## src/rtl/ftoi_wb_buffer.sv

```systemverilog
// ============================================================================
// Module   : ftoi_wb_buffer
// Purpose  : Credit-issuing tag/result buffer between ftoi and RF writeback.
// Revision : 1.0
// ============================================================================
`default_nettype none

module ftoi_wb_buffer #(
    parameter int DEPTH  = 4,
    parameter int TAG_W  = 6,
    parameter int DATA_W = 32
) (
    input  logic              clk,
    input  logic              rst,
    input  logic              iss_valid,
    input  logic [TAG_W-1:0]  iss_rd,
    output logic              iss_ready,
    input  logic              res_valid,
    input  logic [DATA_W-1:0] res_data,
    output logic              wb_valid,
    output logic [TAG_W-1:0]  wb_rd,
    output logic [DATA_W-1:0] wb_data,
    input  logic              wb_ready,
    output logic              err_orphan
);

    localparam int AW = $clog2(DEPTH);
    localparam int PW = AW + 1;
    localparam int CW = $clog2(DEPTH + 1);

    logic [TAG_W-1:0]  tq      [DEPTH];
    logic [TAG_W-1:0]  rq_tag  [DEPTH];
    logic [DATA_W-1:0] rq_data [DEPTH];

    logic [PW-1:0] tq_wr, tq_rd, rq_wr, rq_rd;
    logic [CW-1:0] cnt;

    logic tq_empty, rq_empty;
    logic issue_fire, res_take, wb_fire;

    assign tq_empty   = (tq_wr == tq_rd);
    assign rq_empty   = (rq_wr == rq_rd);
    assign iss_ready  = (cnt < CW'(DEPTH));
    assign issue_fire = iss_valid && iss_ready;
    assign res_take   = res_valid && !tq_empty;
    assign wb_valid   = !rq_empty;
    assign wb_fire    = wb_valid && wb_ready;

    // Array contents are never reset; the head is masked until it is valid.
    assign wb_rd   = wb_valid ? rq_tag[rq_rd[AW-1:0]]  : '0;
    assign wb_data = wb_valid ? rq_data[rq_rd[AW-1:0]] : '0;

    always_ff @(posedge clk) begin
        if (issue_fire) begin
            tq[tq_wr[AW-1:0]] <= iss_rd;
        end
        if (res_take) begin
            rq_tag[rq_wr[AW-1:0]]  <= tq[tq_rd[AW-1:0]];
            rq_data[rq_wr[AW-1:0]] <= res_data;
        end
    end

    always_ff @(posedge clk) begin
        if (rst) begin
            tq_wr      <= '0;
            tq_rd      <= '0;
            rq_wr      <= '0;
            rq_rd      <= '0;
            cnt        <= '0;
            err_orphan <= 1'b0;
        end else begin
            if (issue_fire) begin
                tq_wr <= tq_wr + PW'(1);
            end
            if (res_take) begin
                tq_rd <= tq_rd + PW'(1);
                rq_wr <= rq_wr + PW'(1);
            end
            if (res_valid && tq_empty) begin
                err_orphan <= 1'b1;
            end
            if (wb_fire) begin
                rq_rd <= rq_rd + PW'(1);
            end
            // A result moves a credit from TQ to RQ, so only issue/writeback touch cnt.
            if (issue_fire && !wb_fire) begin
                cnt <= cnt + CW'(1);
            end else if (!issue_fire && wb_fire) begin
                cnt <= cnt - CW'(1);
            end
        end
    end

endmodule

`default_nettype wire

```

## config.mk

```make
export PLATFORM = sky130hd
export DESIGN_NAME = ftoi_wb_buffer
export DESIGN_NICKNAME = d
export VERILOG_FILES = /design/src/rtl/ftoi_wb_buffer.sv
export SDC_FILE = /design/constraint.sdc
export NUM_CORES = 1
export LEC_CHECK = 0
export BUFFER_PORTS_ARGS = -buffer_cell sky130_fd_sc_hd__buf_2
export CORE_MARGIN = 2
export CORE_UTILIZATION = 45
export DETAILED_ROUTE_END_ITERATION = 10
export MAX_ROUTING_LAYER = met4
export PLACE_DENSITY = 0.65
export RECOVER_POWER = 100
export SLEW_MARGIN = 20
export SYNTH_ARGS = -nofsm -noshare
export SYNTH_HDL_FRONTEND = slang
export SYNTH_SLANG_ARGS = --single-unit
```

## constraint.sdc

```tcl
create_clock -name clk -period 2.6 [get_ports clk]
set_clock_uncertainty 0.15 [all_clocks]
set_input_delay 0.13 -clock clk [delete_from_list [all_inputs] [get_ports clk]]
set_output_delay 0.13 -clock clk [all_outputs]
set_load 0.02 [all_outputs]
```

Word level (Yosys, flattened, before mapping)
Memories as Yosys holds them, arrays and structs flattened. A register that Yosys moved wholly into a read port is not among the register bits.
Cells that the tools add are included.
Widths: inputs -> output; s select.

word-level totals
  flip-flop bits (word level) = 16
  latch bits = 0
  RAM bits = 176
  ROM bits = 0
  bits of input ports = 43
  output and inout bits = 41
  word-level logic and storage cells = 43
  memories kept = 3

cells by class
  add/subtract/negate cells = 6
  multipliers = 0
  divide/modulo/power cells = 0
  $lt $le $gt $ge = 1
  equal/unequal tests = 2
  shift-type cells = 0
  multiplexer cells = 14
  bitwise gates (word level) = 0
  reductions and logical operators = 11

memories
  memory   depth  width  read ports  clocked after Yosys merged registers in  wr ports  RTL line  RTL
  rq_data  4      32     1           1                                        1         33        logic [DATA_W-1:0] rq_data [DEPTH];
  rq_tag   4      6      1           1                                        1         32        logic [TAG_W-1:0] rq_tag [DEPTH];
  tq       4      6      1           1                                        1         31        logic [TAG_W-1:0] tq [DEPTH];

operators with widths
  operator             number
  $mux 32              1
  $add 3x1->3 const B  5
  $mux 2               6
  $eq 3x3->1           2
  $logic_and 1x1->1    6
  $mux 3               2
  $mux 6               1
  $logic_not 1->1      4
  $mux 1               4
  $lt 3x3->1 const B   1
  $sub 3x1->3 const B  1
  $reduce_bool 2->1    1

Depth between registers and ports, before layout
Gate-level depths: netlist (run 1).

  word-level depth = 6
  gate-level depth with buffers = 10
  gate-level depth less buffers = 9

Least setup slack after synthesis (run 1)
OpenSTA, ideal clock, no wires.

  kind = flip-flop to flip-flop
  start point = register rq_wr[1]
  end point = register cnt[2]
  setup time = 0.071 ns
  data arrival time = 2.321 ns
  data required time = 2.379 ns
  slack = 0.058 ns
  stages on the path, launching flop included = 11
  path buffers = 1
  clock period less this slack = 2.542 ns
  path through = dfxtp_1 xnor2_1 nand3_1 clkbuf_1 nand2_1 ha_1 inv_1 fa_1 xor2_1 or3_1 a21oi_1

between the ends
  word-level cells in the longest chain between the ends = 6
  elaborated cells between the ends (all ways) = 8
  those cells by class = eq/ne: 1; mux: 1; reduce/logical: 6

RTL lines
  what                                         RTL line  RTL
  start, declared                              35        logic [PW-1:0] tq_wr, tq_rd, rq_wr, rq_rd;
  start signal, assigned                       77        rq_wr <= rq_wr + PW'(1);
  $eq 3x3->1 *                                 42        assign rq_empty = (rq_wr == rq_rd);
  $logic_not 1->1 *                            46        assign wb_valid = !rq_empty;
  net wb_valid                                 20        output logic wb_valid,
  $logic_and 1x1->1 *                          47        assign wb_fire = wb_valid && wb_ready;
  $logic_not 1->1                              86        if (issue_fire && !wb_fire) begin
  $logic_and 1x1->1                            86
  $mux 3 or $reduce_bool 2->1 (tied branches)  -
  end signal, assigned                         87        cnt <= cnt + CW'(1);
  end signal, assigned                         89        cnt <= cnt - CW'(1);
  end, declared                                36        logic [CW-1:0] cnt;

Mark *: on every way through the listed nets, which the timed path passes. The rest lies on a longest branch.
A chain may end at the register's enable or synchronous reset.

==> results of run 1 <==
## cells by family after synthesis
kind of cell	share of synthesized area (%)
xor+xnor	1.78
flops	72.1
buf+inv	1.59
compound gates	1.51
mux	12.8
fa+ha+maj	2.00
simple gates	8.26
## where the power goes
group / total (mW) / internal, mW / switching, mW / leakage (nW)
clock network: 2.49 / 1.41 / 1.08 / 0.271
registers: 4.13 / 3.95 / 0.186 / 1.76
logic: 3.45 / 1.41 / 2.04 / 1.20
## flip-flops by register name (all words and copies together), names as in the netlist, named ones only
name,count
cnt,3
err_orphan,1
rq_data,128
rq_rd,3
rq_tag,24
rq_wr,3
tq,24
tq_rd,3
tq_wr,3
## metrics by stage
stage                     hold WS, ns  utilization [%]  instances
final                          0.0196             55.3        799
after global routing           0.0145             55.3        799
after CTS                     0.00409             56.0        799
after detailed placement        0.196             50.4        728
after global placement          0.191             50.4        728
after floorplan                0.0789                -        423
## cell type report
type                            count  share of cell area, %
Clock buffer                       18                   4.50
Multi-Input combinational cell    199                   21.9
Inverter                           10                  0.394
Tap cell                          225                   2.95
Clock inverter                     14                   1.42
Timing Repair Buffer              137                   9.19
Sequential cell                   196                   59.7
## Yosys cell counts
library cell,instances
edfxtp_1,176
and2_1,45
mux4_2,44
dfxtp_1,20
clkbuf_1,12
ha_1,11
inv_1,10
nand4_1,10
nor3b_1,9
xor2_1,9
nor2_1,8
nor2b_1,8
o21ai_0,8
a21oi_1,7
nand3_1,7
xnor2_1,7
nand3b_1,5
buf_2,4
nand2_1,4
a211o_1,3
buf_6,2
mux2i_1,2
nor3_1,2
nor4bb_1,2
or4_1,2
a41oi_1,1
and3b_1,1
and4bb_2,1
fa_1,1
o31a_1,1
or3_1,1
## per-layer routing
metal	global-route usage (%)	routed length [µm]
met4	5.09	133
met1	21.0	6200
met5	-	0
met3	4.14	594
met2	28.3	7380
## worst max path at each step
stage                       end  slack [ns]  cells past startpoint
floorplan                cnt[2]        0.06                     10
global placement         cnt[2]        0.27                      9
detailed placement       cnt[2]        0.23                      9
CTS                      cnt[2]        0.19                      9
global route             cnt[2]      0.0008                      9
finish              wb_data[31]        0.16                      4
## worst max-delay path, cell delays in order (launching register included)
cell and delay, ns:
dfxtp_2 0.32, buf_6 0.43, mux4_2 0.57, and2_0 0.20, buf_2 0.17
==> results.sh, run 1 <==
export IMPL_status="complete, no violations"
export IMPL_holdPathEnd="tq_wr[2]"
export IMPL_mostFrequentLayoutCell="edfxtp_1"
export IMPL_peakVddDrop_mv=0.532
export IMPL_postCtsSetupBuffers=0
export IMPL_io_buffers=83
export IMPL_max_freq_ghz=0.411
export IMPL_cts_inserted_buffers=17
export IMPL_fin_crit_sh_pct=93.7
export IMPL_htree_levels=4
export IMPL_die_area_um2=18600
export IMPL_multi_input_area_um2=2080
export IMPL_clock_sinks=196
export IMPL_wl_um=14300
export IMPL_yosys_top_cells_area="edfxtp_1 67%, mux4_2 13%, dfxtp_1 5.1%"
export IMPL_antenna_found_initial=0
export IMPL_grt_setup_unrepaired="false"
export IMPL_synthToLayoutAreaGrowth_pct=20.8
export IMPL_startpoint_type="flop"
export IMPL_drive_gt1_share_pct=23.2
export IMPL_place_gp_congestion=0.789
export IMPL_avgSynthCellArea_um2=18.7
export IMPL_cts_tree="yes"
export IMPL_place_area_um2=8690
export IMPL_yosysWarnings=0
export IMPL_hold_start="iss_valid"
export IMPL_end_kind="primary output"
export IMPL_clkTransAtPathRegs_ns=0.07
export IMPL_drc_errors=0
export IMPL_first_pass_iters=4
export IMPL_vias=4199
export IMPL_period_minus_slack_ns=2.44
export IMPL_worst_slack_ns=0.165
export IMPL_synth_seq_cells=196
export IMPL_hold_class="primary input to flop"
export IMPL_r2r_end="rq_data[2][14]"
export IMPL_viasPerCell=5.26
export IMPL_synth_nets=478
export IMPL_drt_wirelength_per_cell_um=17.9
export IMPL_regArea_um2=5690
export IMPL_grt_usage_pct=17.1
export IMPL_reg2reg_from="tq_wr[0]"
export IMPL_grt_pass1_wl_um=22900
export IMPL_chipWidth_um=136
export IMPL_finalSetupTns_ns=0
export IMPL_grt_max_degree=40
export IMPL_ioPinCount=84
export IMPL_mostFrequentLayoutCells="176 x edfxtp_1, 44 x mux4_2, 44 x clkbuf_1"
export IMPL_critical_path_required_ns=2.32
export IMPL_cp_arrival_ns=2.16
export IMPL_core_area_um2=17200
export IMPL_hold_buffers=39
export IMPL_n_antenna_cell=0
export IMPL_yosysTopAreaCell="edfxtp_1"
export IMPL_p_leak_nw=3.23
export IMPL_fp_dieH_um=136
export IMPL_synth_seq_area_share_pct=72.1
export IMPL_synthDistinctLibCells=31
export IMPL_std_cell_rows=48
export IMPL_report_final_slew_viol_count=0
export IMPL_postRouteAntennaNets=0
export IMPL_slew_headroom_pct=59.0
export IMPL_overflow=0
export IMPL_crit_type="flop to primary output"
export IMPL_worst_pin_slew_ns=0.610
export IMPL_root_buffer="clkbuf_16"
export IMPL_hold_depth=4
export IMPL_finalSetupViolations=0
export IMPL_rr_worst_depth=4
export IMPL_grt_pass1_vias=4411
export IMPL_clkLatencyLatePin_ns=0.42
export IMPL_netlist_area_leader_share_pct=67.0
export IMPL_powerDensity_nw_per_um2=1060
export IMPL_synthCells=423
export IMPL_n_fill_cell=1396
export IMPL_final_nets=616
export IMPL_final_cell_area_um2=9530
export IMPL_pre_cts_slack_ns=0.230
export IMPL_cap_violations=0
export IMPL_crit_fanout=38
export IMPL_drt_iter0_drc=192
export IMPL_start_util_pct=45.8
export IMPL_hold_viol=0
export IMPL_dpl_hpwl_um=8950
export IMPL_regToRegSetupSlack_ns=0.16
export IMPL_finalPower_mw=10.1
export IMPL_syn_area_um2=7890
export IMPL_cts_resized=0
export IMPL_clock_path_buffers=2
Power figures use the tool's default switching activity.
==> inputs of run 2 (changes only) <==
--- a/config.mk
+++ b/config.mk
@@ -5,10 +5,12 @@
 export SDC_FILE = /design/constraint.sdc
 export NUM_CORES = 1
 export LEC_CHECK = 0
+export ABC_AREA = 1
 export BUFFER_PORTS_ARGS = -buffer_cell sky130_fd_sc_hd__buf_2
 export CORE_MARGIN = 2
 export CORE_UTILIZATION = 45
 export DETAILED_ROUTE_END_ITERATION = 10
+export GPL_TIMING_DRIVEN = 0
 export MAX_ROUTING_LAYER = met4
 export PLACE_DENSITY = 0.65
 export RECOVER_POWER = 100
==> run 2 against run 1 <==
Against the previous run: sequential power shrank 2%; combinational power grew 20%; die area grew 0.24%; cell count grew 30%; worst setup slack lost 0.0016 ns; global-route usage grew 2.2 points; non-clock buffer count grew 28; area after synthesis grew 0.25%; synthesized cell count grew 53%; core utilization grew 0.71 points; flip-flop and latch count is the same; sequential share of layout area shrank 0.78 points; critical endpoint is now wb_rd[5]; largest cell class unchanged.
==> results.sh, run 2 <==
export IMPL_slew_headroom_pct=52.8
export IMPL_postRouteAntennaNets=0
export IMPL_report_final_slew_viol_count=0
export IMPL_clkTransAtPathRegs_ns=0.06
export IMPL_fp_dieH_um=137
export IMPL_use_met1_pct=23.0
export IMPL_p_leak_nw=3.40
export IMPL_cts_inserted_buffers=17
export IMPL_met2_usage_pct=32.2
export IMPL_status="complete, no violations"
export IMPL_end_kind="primary output"
export IMPL_peakVddDrop_mv=0.762
export IMPL_mostFrequentLayoutCell="nor2_1"
export IMPL_yosysTopAreaCell="edfxtp_1"
export IMPL_synth_nets=704
export IMPL_grt_busiest_layer="met2"
export IMPL_mostFrequentLayoutCells="183 x nor2_1, 176 x edfxtp_1, 95 x o21ai_0"
export IMPL_dpl_hpwl_um=10700
export IMPL_avgSynthCellArea_um2=12.2
export IMPL_hold_viol=0
export IMPL_synthToLayoutAreaGrowth_pct=22.1
export IMPL_wl_um=17000
export IMPL_grt_usage_pct=19.3
export IMPL_startpoint_type="flop"
export IMPL_first_pass_iters=5
export IMPL_drc_errors=0
export IMPL_io_buffers=83
export IMPL_cap_violations=0
export IMPL_synth_edf_count=176
export IMPL_synth_common_cells="185 x nor2_1, 176 x edfxtp_1, 95 x o21ai_0"
export IMPL_vias=5247
export IMPL_synth_seq_area_share_pct=71.9
export IMPL_start_util_pct=45.9
export IMPL_ioPinCount=84
export IMPL_grtUsageMet3_pct=4.19
export IMPL_finalSetupViolations=0
export IMPL_final_nets=854
export IMPL_finalSetupTns_ns=0
export IMPL_clock_sinks=196
export IMPL_core_area_um2=17200
export IMPL_synthDistinctLibCells=24
export IMPL_fin_crit_sh_pct=93.7
export IMPL_viasPerCell=5.06
export IMPL_crit_type="flop to primary output"
export IMPL_antenna_found_initial=0
export IMPL_netlist_area_leader_share_pct=66.8
export IMPL_largest_reg_flops=128
export IMPL_chipWidth_um=137
export IMPL_htree_levels=4
export IMPL_yosys_top_cells_area="edfxtp_1 67%, nor2_1 8.8%, o21ai_0 6.0%"
export IMPL_grt_max_degree=27
export IMPL_overflow=0
export IMPL_std_cell_rows=48
export IMPL_final_util_pct=56.0
export IMPL_synth_most_common_cell="nor2_1"
export IMPL_n_antenna_cell=0
export IMPL_hold_class="primary input to flop"
export IMPL_crit_fanout=10
export IMPL_worst_pin_slew_ns=0.706
export IMPL_ys_flop_type="edfxtp_1"
export IMPL_grt_setup_unrepaired="false"
export IMPL_root_buffer="clkbuf_16"
export IMPL_clock_path_buffers=2
export IMPL_max_freq_ghz=0.410
export IMPL_grt_pass1_wl_um=25900
export IMPL_synthCells=649
export IMPL_powerDensity_nw_per_um2=1100
export IMPL_cp_arrival_ns=2.16
export IMPL_period_minus_slack_ns=2.44
export IMPL_place_gp_congestion=0.781
export IMPL_drt_iter0_drc=474
export IMPL_die_area_um2=18700
export IMPL_drt_wirelength_per_cell_um=16.4
export IMPL_async_reset_ff_share_pct=0
export IMPL_critical_path_required_ns=2.32
export IMPL_grt_pass1_vias=5180
export IMPL_clkLatencyLatePin_ns=0.43
export IMPL_syn_area_um2=7910
export IMPL_yosysWarnings=0
export IMPL_cts_tree="yes"
export IMPL_synth_seq_cells=196
export IMPL_drive_gt1_share_pct=11.8
[run 2: worst paths after layout]
path	startpoint	to	slack [ns]	cells after the start
max	flop	wb_rd[5]	0.16	7
min	iss_valid	tq_wr[0]	0.02	3
max reg2reg	tq_wr[0]	rq_data[1][19]	0.20	8
min reg2reg	err_orphan	err_orphan	0.31	2
[run 2: layout make-up]
type                    count  area, µm²
repair buffers            131        902
inverters                  30        115
well taps                 225        282
flip-flops and latches    196       5690
clock inverters            15        115
fillers                  1432       7580
multi-input cells         389       1920
plain buffers              34        206
clock buffers              17        425
[run 2: critical path: stages, from the launching register on]
cell and delay (ns):
dfxtp_1 0.29, buf_2 0.14, inv_1 0.10, clkbuf_2 0.26, clkbuf_2 0.30, o21ai_0 0.13
a21oi_1 0.22, clkbuf_1 0.26
[run 2: stage by stage]
step | cells | power [mW] | hold WS, ns | worst slack [ns] | instance area, µm²
6_report | 1037 | 10.6 | 0.0169 | 0.163 | 9650
2_1_floorplan | 649 | 6.86 | 0.0491 | -0.542 | 7910
3_5_place_dp | 963 | 8.32 | 0.157 | 0.0418 | 8790
3_3_place_gp | 957 | 8.10 | 0.151 | -1.92 | 8610
4_1_cts | 1036 | 10.7 | 0.00452 | 0.0350 | 9740
5_1_grt | 1037 | 11.2 | 0.0753 | 0.0333 | 9650
[run 2: logic make-up after synthesis]
group,share of synthesized area (%)
buffers and inverters,4.10
adders and majority gates,1.99
AOI/OAI and AO/OA,10.8
DFF,71.9
xor gates and xnor gates,0.443
and+or+nand+nor,10.8
[run 2: report_power, final]
group / internal, mW / total, mW / switching [mW]
combinational: 1.31 / 4.15 / 2.84
sequential: 3.89 / 4.03 / 0.141
clock: 1.30 / 2.40 / 1.09
total: 6.50 / 10.6 / 4.07
[run 2: layer usage]
metal	routed length [µm]	vias up
met5	0	-
met4	241	0
met3	882	21
met2	8560	138
met1	7340	2520
li1	-	2568
[run 2: repair_timing]
item                                   in CTS  in global routing
setup endpoints to repair                   0                 21
setup buffers                               0                  1
endpoints found under the hold margin     164                  0
gates resized for setup                     0                  1
hold buffers                               41                  0
